--- src/rtl/hm_counter.sv ---
// BCD minutes/hours timekeeper driven by a toggle-per-minute line.
// Optional 12-hour display: define H12_MODE_EN.
module hm_counter #(
  parameter int SYNC_STAGES = 2
) (
  input  logic       clk_i,
  input  logic       rstn_i,
  input  logic       min_tgl_i,
  input  logic       set_min_i,
  input  logic       set_hour_i,
  output logic [2:0] min_tens_o,
  output logic [3:0] min_units_o,
  output logic [1:0] hour_tens_o,
  output logic [3:0] hour_units_o,
  output logic       pm_o,
  output logic       day_tick_o
);

  // bit 0: minute toggle, bit 1: set minute, bit 2: set hour
  logic [SYNC_STAGES-1:0][2:0] r_sync;
  logic [2:0] r_hist;
  logic [2:0] w_sy;

  logic [5:0] r_min;
  logic [4:0] r_hour;
  logic       r_pend;
  logic       r_roll;

  logic       w_tick_ev;
  logic       w_setm_ev;
  logic       w_seth_ev;
  logic       w_set_any;
  logic       w_do_tick;
  logic [5:0] w_min1;
  logic [4:0] w_hour1;
  logic [5:0] w_min_n;
  logic [4:0] w_hour_n;
  logic       w_roll;
  logic [4:0] w_dhour;

  assign w_sy = r_sync[SYNC_STAGES-1];

  always_ff @(posedge clk_i or negedge rstn_i) begin
    if (!rstn_i) begin
      r_sync <= '0;
      r_hist <= '0;
    end else begin
      r_sync <= {r_sync[SYNC_STAGES-2:0],
                 {set_hour_i, set_min_i, min_tgl_i}};
      r_hist <= w_sy;
    end
  end

  assign w_tick_ev = w_sy[0] ^ r_hist[0];
  assign w_setm_ev = w_sy[1] & ~r_hist[1];
  assign w_seth_ev = w_sy[2] & ~r_hist[2];
  assign w_set_any = w_setm_ev | w_seth_ev;
  // a tick colliding with a set is deferred one cycle
  assign w_do_tick = r_pend | (w_tick_ev & ~w_set_any);

  always_comb begin
    w_min1  = r_min;
    w_hour1 = r_hour;
    w_roll  = 1'b0;
    if (w_do_tick) begin
      if (r_min == 6'd59) begin
        w_min1 = 6'd0;
        if (r_hour == 5'd23) begin
          w_hour1 = 5'd0;
          w_roll  = 1'b1;
        end else begin
          w_hour1 = r_hour + 5'd1;
        end
      end else begin
        w_min1 = r_min + 6'd1;
      end
    end
    w_min_n  = w_min1;
    w_hour_n = w_hour1;
    if (w_setm_ev)
      w_min_n = (w_min1 == 6'd59) ? 6'd0 : w_min1 + 6'd1;
    if (w_seth_ev)
      w_hour_n = (w_hour1 == 5'd23) ? 5'd0 : w_hour1 + 5'd1;
  end

  always_ff @(posedge clk_i or negedge rstn_i) begin
    if (!rstn_i) begin
      r_min  <= '0;
      r_hour <= '0;
      r_pend <= 1'b0;
      r_roll <= 1'b0;
    end else begin
      r_min  <= w_min_n;
      r_hour <= w_hour_n;
      r_pend <= w_tick_ev & w_set_any;
      r_roll <= w_roll;
    end
  end

`ifdef H12_MODE_EN
  localparam logic [1:0] RST_HT = 2'd1;
  localparam logic [3:0] RST_HU = 4'd2;

  always_comb begin
    w_dhour = r_hour;
    if (r_hour == 5'd0)
      w_dhour = 5'd12;
    else if (r_hour > 5'd12)
      w_dhour = r_hour - 5'd12;
  end

  always_ff @(posedge clk_i or negedge rstn_i) begin
    if (!rstn_i) pm_o <= 1'b0;
    else         pm_o <= (r_hour >= 5'd12);
  end
`else
  localparam logic [1:0] RST_HT = 2'd0;
  localparam logic [3:0] RST_HU = 4'd0;

  assign w_dhour = r_hour;
  assign pm_o    = 1'b0;
`endif

  always_ff @(posedge clk_i or negedge rstn_i) begin
    if (!rstn_i) begin
      min_tens_o   <= '0;
      min_units_o  <= '0;
      hour_tens_o  <= RST_HT;
      hour_units_o <= RST_HU;
      day_tick_o   <= 1'b0;
    end else begin
      min_tens_o   <= 3'(r_min / 6'd10);
      min_units_o  <= 4'(r_min % 6'd10);
      hour_tens_o  <= 2'(w_dhour / 5'd10);
      hour_units_o <= 4'(w_dhour % 5'd10);
      day_tick_o   <= r_roll;
    end
  end

endmodule

--- config.mk ---
export PLATFORM = sky130hd
export DESIGN_NAME = hm_counter
export DESIGN_NICKNAME = d
export VERILOG_FILES = /design/src/rtl/hm_counter.sv
export SDC_FILE = /design/constraint.sdc
export NUM_CORES = 1
export LEC_CHECK = 0
export ABC_AREA = 1
export CAP_MARGIN = 20
export CELL_PAD_IN_SITES_DETAIL_PLACEMENT = 1
export CELL_PAD_IN_SITES_GLOBAL_PLACEMENT = 2
export CORE_MARGIN = 2
export CORE_UTILIZATION = 36
export CTS_BUF_LIST = sky130_fd_sc_hd__clkbuf_2 sky130_fd_sc_hd__clkbuf_4 sky130_fd_sc_hd__clkbuf_8
export CTS_CLUSTER_SIZE = 20
export DETAILED_ROUTE_END_ITERATION = 10
export GPL_TIMING_DRIVEN = 1
export PLACE_DENSITY_LB_ADDON = 0.3
export REMOVE_ABC_BUFFERS = 1
export SYNTH_ARGS = -nofsm -noshare
export SYNTH_HDL_FRONTEND = slang
export SYNTH_SLANG_ARGS = --single-unit
--- constraint.sdc ---
create_clock -name clk_i -period 2.2 [get_ports clk_i]
set_input_delay 0.55 -clock clk_i [delete_from_list [all_inputs] [get_ports clk_i]]
set_output_delay 0.55 -clock clk_i [all_outputs]
set_load 0.005 [all_outputs]
# [Word level (Yosys, flattened, before mapping)]
# Index checks and enable logic that the tools add are counted.
[word_totals] reg_bits=36 latchBits=0 ram_bits=0 romBits=0 wordCells=46 n_memories=0
[op_classes] n_addsub=4 multipliers=0 div_mod_pow=4 n_lt_le_gt_ge=0 n_eq_ne=4 shifts=0 muxes=12 bitwise=10 n_reduce_logical=0
[op_table] operator="5-bit 2-to-1 mux" n=5
[op_table] operator="6-bit 2-to-1 mux" n=4
[op_table] operator="6-bit by 1-bit adder with 6-bit output (second input constant)" n=2
[op_table] operator="6-bit equality test (second input constant)" n=2
[op_table] operator="5-bit by 1-bit adder with 5-bit output (second input constant)" n=2
[op_table] operator="5-bit equality test (second input constant)" n=2
[op_table] operator="6-bit by 4-bit divider with 6-bit output (second input constant)" n=1
[op_table] operator="6-bit by 4-bit modulo with 6-bit output (second input constant)" n=1
[op_table] operator="5-bit by 4-bit divider with 5-bit output (second input constant)" n=1
[op_table] operator="5-bit by 4-bit modulo with 5-bit output (second input constant)" n=1
[op_table] operator="1-bit AND" n=4
[op_table] operator="1-bit 2-to-1 mux" n=3
[op_table] operator="1-bit inverter" n=3
[op_table] operator="1-bit OR" n=2
[op_table] operator="1-bit XOR" n=1

# [Longest topological paths before layout]
[depth] word_depth=10 mapped_depth=17 depth_no_buf=16

# [Least setup slack after synthesis]
# No wires, ideal clock.
[synth_path] path_kind="register to register" startpoint="reg r_min[0]" endpoint="reg r_min[4]" t_arrival_ns=1.864 path_slack_ns=0.221 stages_incl_launch_ff=16 period_less_slack_ns=1.979 path_cell_list="dfrtp_1 ha_1 nand3_2 nor2_4 buf_6 nor2_1 nand2_1 nand2_2 ha_1 inv_1 nor2_1 nand3_1 nand2_1 inv_1 o21ai_2 inv_2"
[synth_between] elab_chain_len=6
[synth_lines] element="start, declared" line="24" text="logic [5:0] r_min;"
[synth_lines] element="start signal, assigned" line="93" text="r_min <= w_min_n;"
[synth_lines] element="6-bit by 1-bit adder with 6-bit output / 6-bit equality test (equally long branches)" line="75, 66"
[synth_lines] element="6-bit 2-to-1 mux" line="66" text="if (r_min == 6'd59) begin"
[synth_lines] element="6-bit 2-to-1 mux (*)" line="65" text="if (w_do_tick) begin"
[synth_lines] element="6-bit by 1-bit adder with 6-bit output / 6-bit equality test (equally long branches)" line="81" text="w_min_n = (w_min1 == 6'd59) ? 6'd0 : w_min1 + 6'd1;"
[synth_lines] element="6-bit 2-to-1 mux" line="81"
[synth_lines] element="6-bit 2-to-1 mux (*)" line="80" text="if (w_setm_ev)"
[synth_lines] element="via w_min_n[4]" line="36" text="logic [5:0] w_min_n;"
# Mark *: on every way through the listed nets, which the timed path passes. The rest lies on a longest branch.

# [Worst setup path after layout]
[layout_path] startpoint="reg r_sync (netlist bit w_sy[0])" endpoint="reg r_min[4]"
[layout_between] elab_chain_len=7
[layout_lines] element="start, declared" line="20" text="logic [SYNC_STAGES-1:0][2:0] r_sync;"
[layout_lines] element="start signal, assigned" line="48" text="r_sync <= {r_sync[SYNC_STAGES-2:0],"
[layout_lines] element="1-bit XOR (*)" line="54" text="assign w_tick_ev = w_sy[0] ^ r_hist[0];"
[layout_lines] element="1-bit AND (*)" line="59" text="assign w_do_tick = r_pend | (w_tick_ev & ~w_set_any);"
[layout_lines] element="1-bit OR (*)" line="59"
[layout_lines] element="6-bit 2-to-1 mux (*)" line="65"
[layout_lines] element="6-bit by 1-bit adder with 6-bit output / 6-bit equality test (equally long branches)" line="81"
[layout_lines] element="6-bit 2-to-1 mux" line="81"
[layout_lines] element="6-bit 2-to-1 mux (*)" line="80"
[layout_lines] element="via w_min_n[4]" line="36"
# Marks and branches as above.

==> results_dict.tcl <==
set metrics [dict create \
    fin_setup_tns_ps 0 \
    cts-buffers-inserted 5 \
    ys_ff_latch 36 \
    worstSetupPathType "flip-flop to flip-flop" \
    grt_pass1_vias 1669 \
    clock_skew_ps 7.08 \
    cts_max_path_buffers 2 \
    yosysSeqAreaShare 0.428 \
    grt_max_degree 23 \
    port_buffers 18 \
    drv_slew 0 \
    required_ps 2380 \
    placed_cells 344 \
    num_vias 1642 \
    cts-root-buf "clkbuf_8" \
    vias_per_cell 4.65 \
    hold_path.class "primary input to async pin" \
    cp-startpoint "w_sy[0]" \
    drc 0 \
    synth-main-ff-cell "dfrtp_1" \
    fin_nets 296 \
    cts_hold_buffers 0 \
    ir_worst_vdd_mv 0.430 \
    wl_per_cell_um 13.3 \
    worstSetupEndpointType "flip-flop" \
    dp_hpwl_um 3690 \
    gp_congestion 0.770 \
    grt_pass1_wl_um 7790 \
    setup_violations 0 \
    combPwrFrac 0.486 \
    synth.cell_area_um2 2110 \
    areaGrowthSynthToFinish_pct 19.1 \
    crit_buf_inv 4 \
    status "finished, final reports clean" \
    crit_family "simple AND/OR/NAND/NOR gates" \
    fmax_mhz 502 \
    worstPathMaxFanout 13 \
    r2r-start "w_sy[0]" \
    finalCriticalPeriod_ps 1990 \
    fp.dieH_um 80.5 \
    p_int_mw 1.80 \
    clk_pin_slew_worst_paths_ps 80 \
    seqPwrFrac 0.320 \
    rows 27 \
    synth_cells 253 \
    boundaryPins 20 \
    crit_path_max_incr_delay_ps 400 \
    drt_first_iter_violations 71 \
    p_per_area_nw_per_um2 1200 \
    rsz0062_at_grt "false" \
    async_reset_ff_frac 1.00 \
    fin_hold_ws_ps 176 \
    final_common_cell "nand2_1" \
    final_cell_mix "52 x nand2_1, 36 x inv_1, 36 x dfrtp_1" \
    crit_chain "nand2_1 -> inv_1 -> nor2_2 -> nand2_4 -> nand2_4 -> nand2_1 -> nand2_2 -> ha_1 -> inv_1 -> nor2_1 -> nand3_1 -> nand2_1 -> inv_1 -> o21ai_2 -> inv_2" \
    ant_nets 0 \
    p_switching_mw 1.21 \
    initial_utilization 0.378 \
    overflow 0 \
    max_cap_violations 0 \
    power_mw 3.01 \
    startpoint_type "flip-flop" \
    diodes 0 \
    wirelength_um 4690 \
    hold_violations 0 \
    utilization 0.450 \
    htreeDepth 2 \
    switching_share 0.402 \
    crit_arrival_ps 2180 \
    dieWidth_um 80.5 \
    cellLeakagePower_nw 1.30 \
    cts_tree "built" \
    synth_top_area_frac 0.428 \
    antenna_found_initial 0 \
    design.core.area_um2 5570 \
    synth_cell_types 31 \
    cts.sinks 36 \
    synth-edff-count 0 \
    drt-pass1-iter-count 4 \
    synth_top_area_cell "dfrtp_1" \
    worst_skew_pair.late_latency_ps 280 \
    layoutNonFillerInstCount 353 \
    synth_area_leaders "dfrtp_1 43%, nand2_1 9.4%, ha_1 6.5%" \
    avgSynthCellArea_um2 8.33 \
    clockPowerShare 0.194 \
    fin_crit_sh 0.905 \
    die_area_um2 6480 \
    crit_slowest_cell "dfrtp_1" \
    yosysWarnings 0 \
    grt_usage 0.157 \
    drive_above_1_share 0.203 \
]
cell type report:
type,instances,area [µm²]
Sequential cell,36,901
Clock buffer,5,68.8
Inverter,42,160
Fill cell,674,3060
Timing Repair Buffer,26,248
Tap cell,72,90.1
Clock inverter,3,42.5
Multi-Input combinational cell,169,1000
routing by layer:
layer / global-route usage / vias up / share of wire
met5: 0 / - / 0
met4: 0.0508 / 0 / 0.012
met3: 0.0270 / 5 / 0.022
met2: 0.257 / 21 / 0.47
met1: 0.210 / 775 / 0.50
li1: - / 841 / -
power by group through the flow:
stage	Combinational, mW	Sequential [mW]	Clock, mW
floorplan	0.912	1.01	0
global placement	1.45	0.971	0
detailed placement	1.48	0.983	0
CTS	1.49	0.969	0.598
global route	1.67	0.989	0.628
finish	1.46	0.965	0.585
sequential cells by signal (all words and copies together), names as in the netlist:
signal and cells:
r_min 6, min_units_o 4, r_sync 3, hour_tens_o 2, day_tick_o 1, min_tens_o 3
r_hist 3, r_pend 1, r_roll 1, r_hour 5, w_sy 3, hour_units_o 4
per-stage QoR:
step	instance area [µm²]	setup WS (ps)
after floorplan	2060	238
after global placement	2390	176
after detailed placement	2390	166
after CTS	2500	150
after global routing	2510	18.2
final	2510	208
kinds of logic (layout without fill, tap and decap cells):
family	after synthesis	in the layout	synth area share
multiplexers	1	1	0.00475
AND/OR/NAND/NOR	122	122	0.289
buffers and inverters	48	76	0.100
flip-flops	36	36	0.428
other	1	1	0.00178
XOR/XNOR	8	8	0.0333
AO/OA/AOI/OAI	26	26	0.0778
adder cells (fa/ha/maj)	11	11	0.0653
cells in the mapped netlist (2+ instances only):
master    count
a21oi_1       7
buf_2         2
buf_6         3
dfrtp_1      36
ha_1         11
inv_1        36
inv_2         5
nand2_1      53
nand2_2      12
nand2_4       3
nand3_1      23
nand3_2       2
nand4_1       5
nor2_1       14
nor2_2        4
o211ai_1      2
o21ai_0       4
o21ai_1       5
o21ai_2       7
or2_2         2
xnor2_1       4
xor2_1        4
worst paths after layout:
check / to / slack (ps) / cells after the start
max in group asynchronous: r_sync[1] / 1580 / 2
worst max-delay path: r_min[4] / 210 / 15
worst max register to register: r_min[4] / 210 / 15
worst min register to register: w_sy[0] / 360 / 0
min in group clk_i: w_sy[0] / 360 / 0
worst min-delay path: r_pend / 180 / 1
timing repair:
action                                  4_1_cts  5_1_grt
endpoints found under the hold margin         0        0
gates resized for setup                       0        2
endpoints found under the setup margin        0        2
buffers inserted                              0        1
Power figures use the tool's default switching activity.
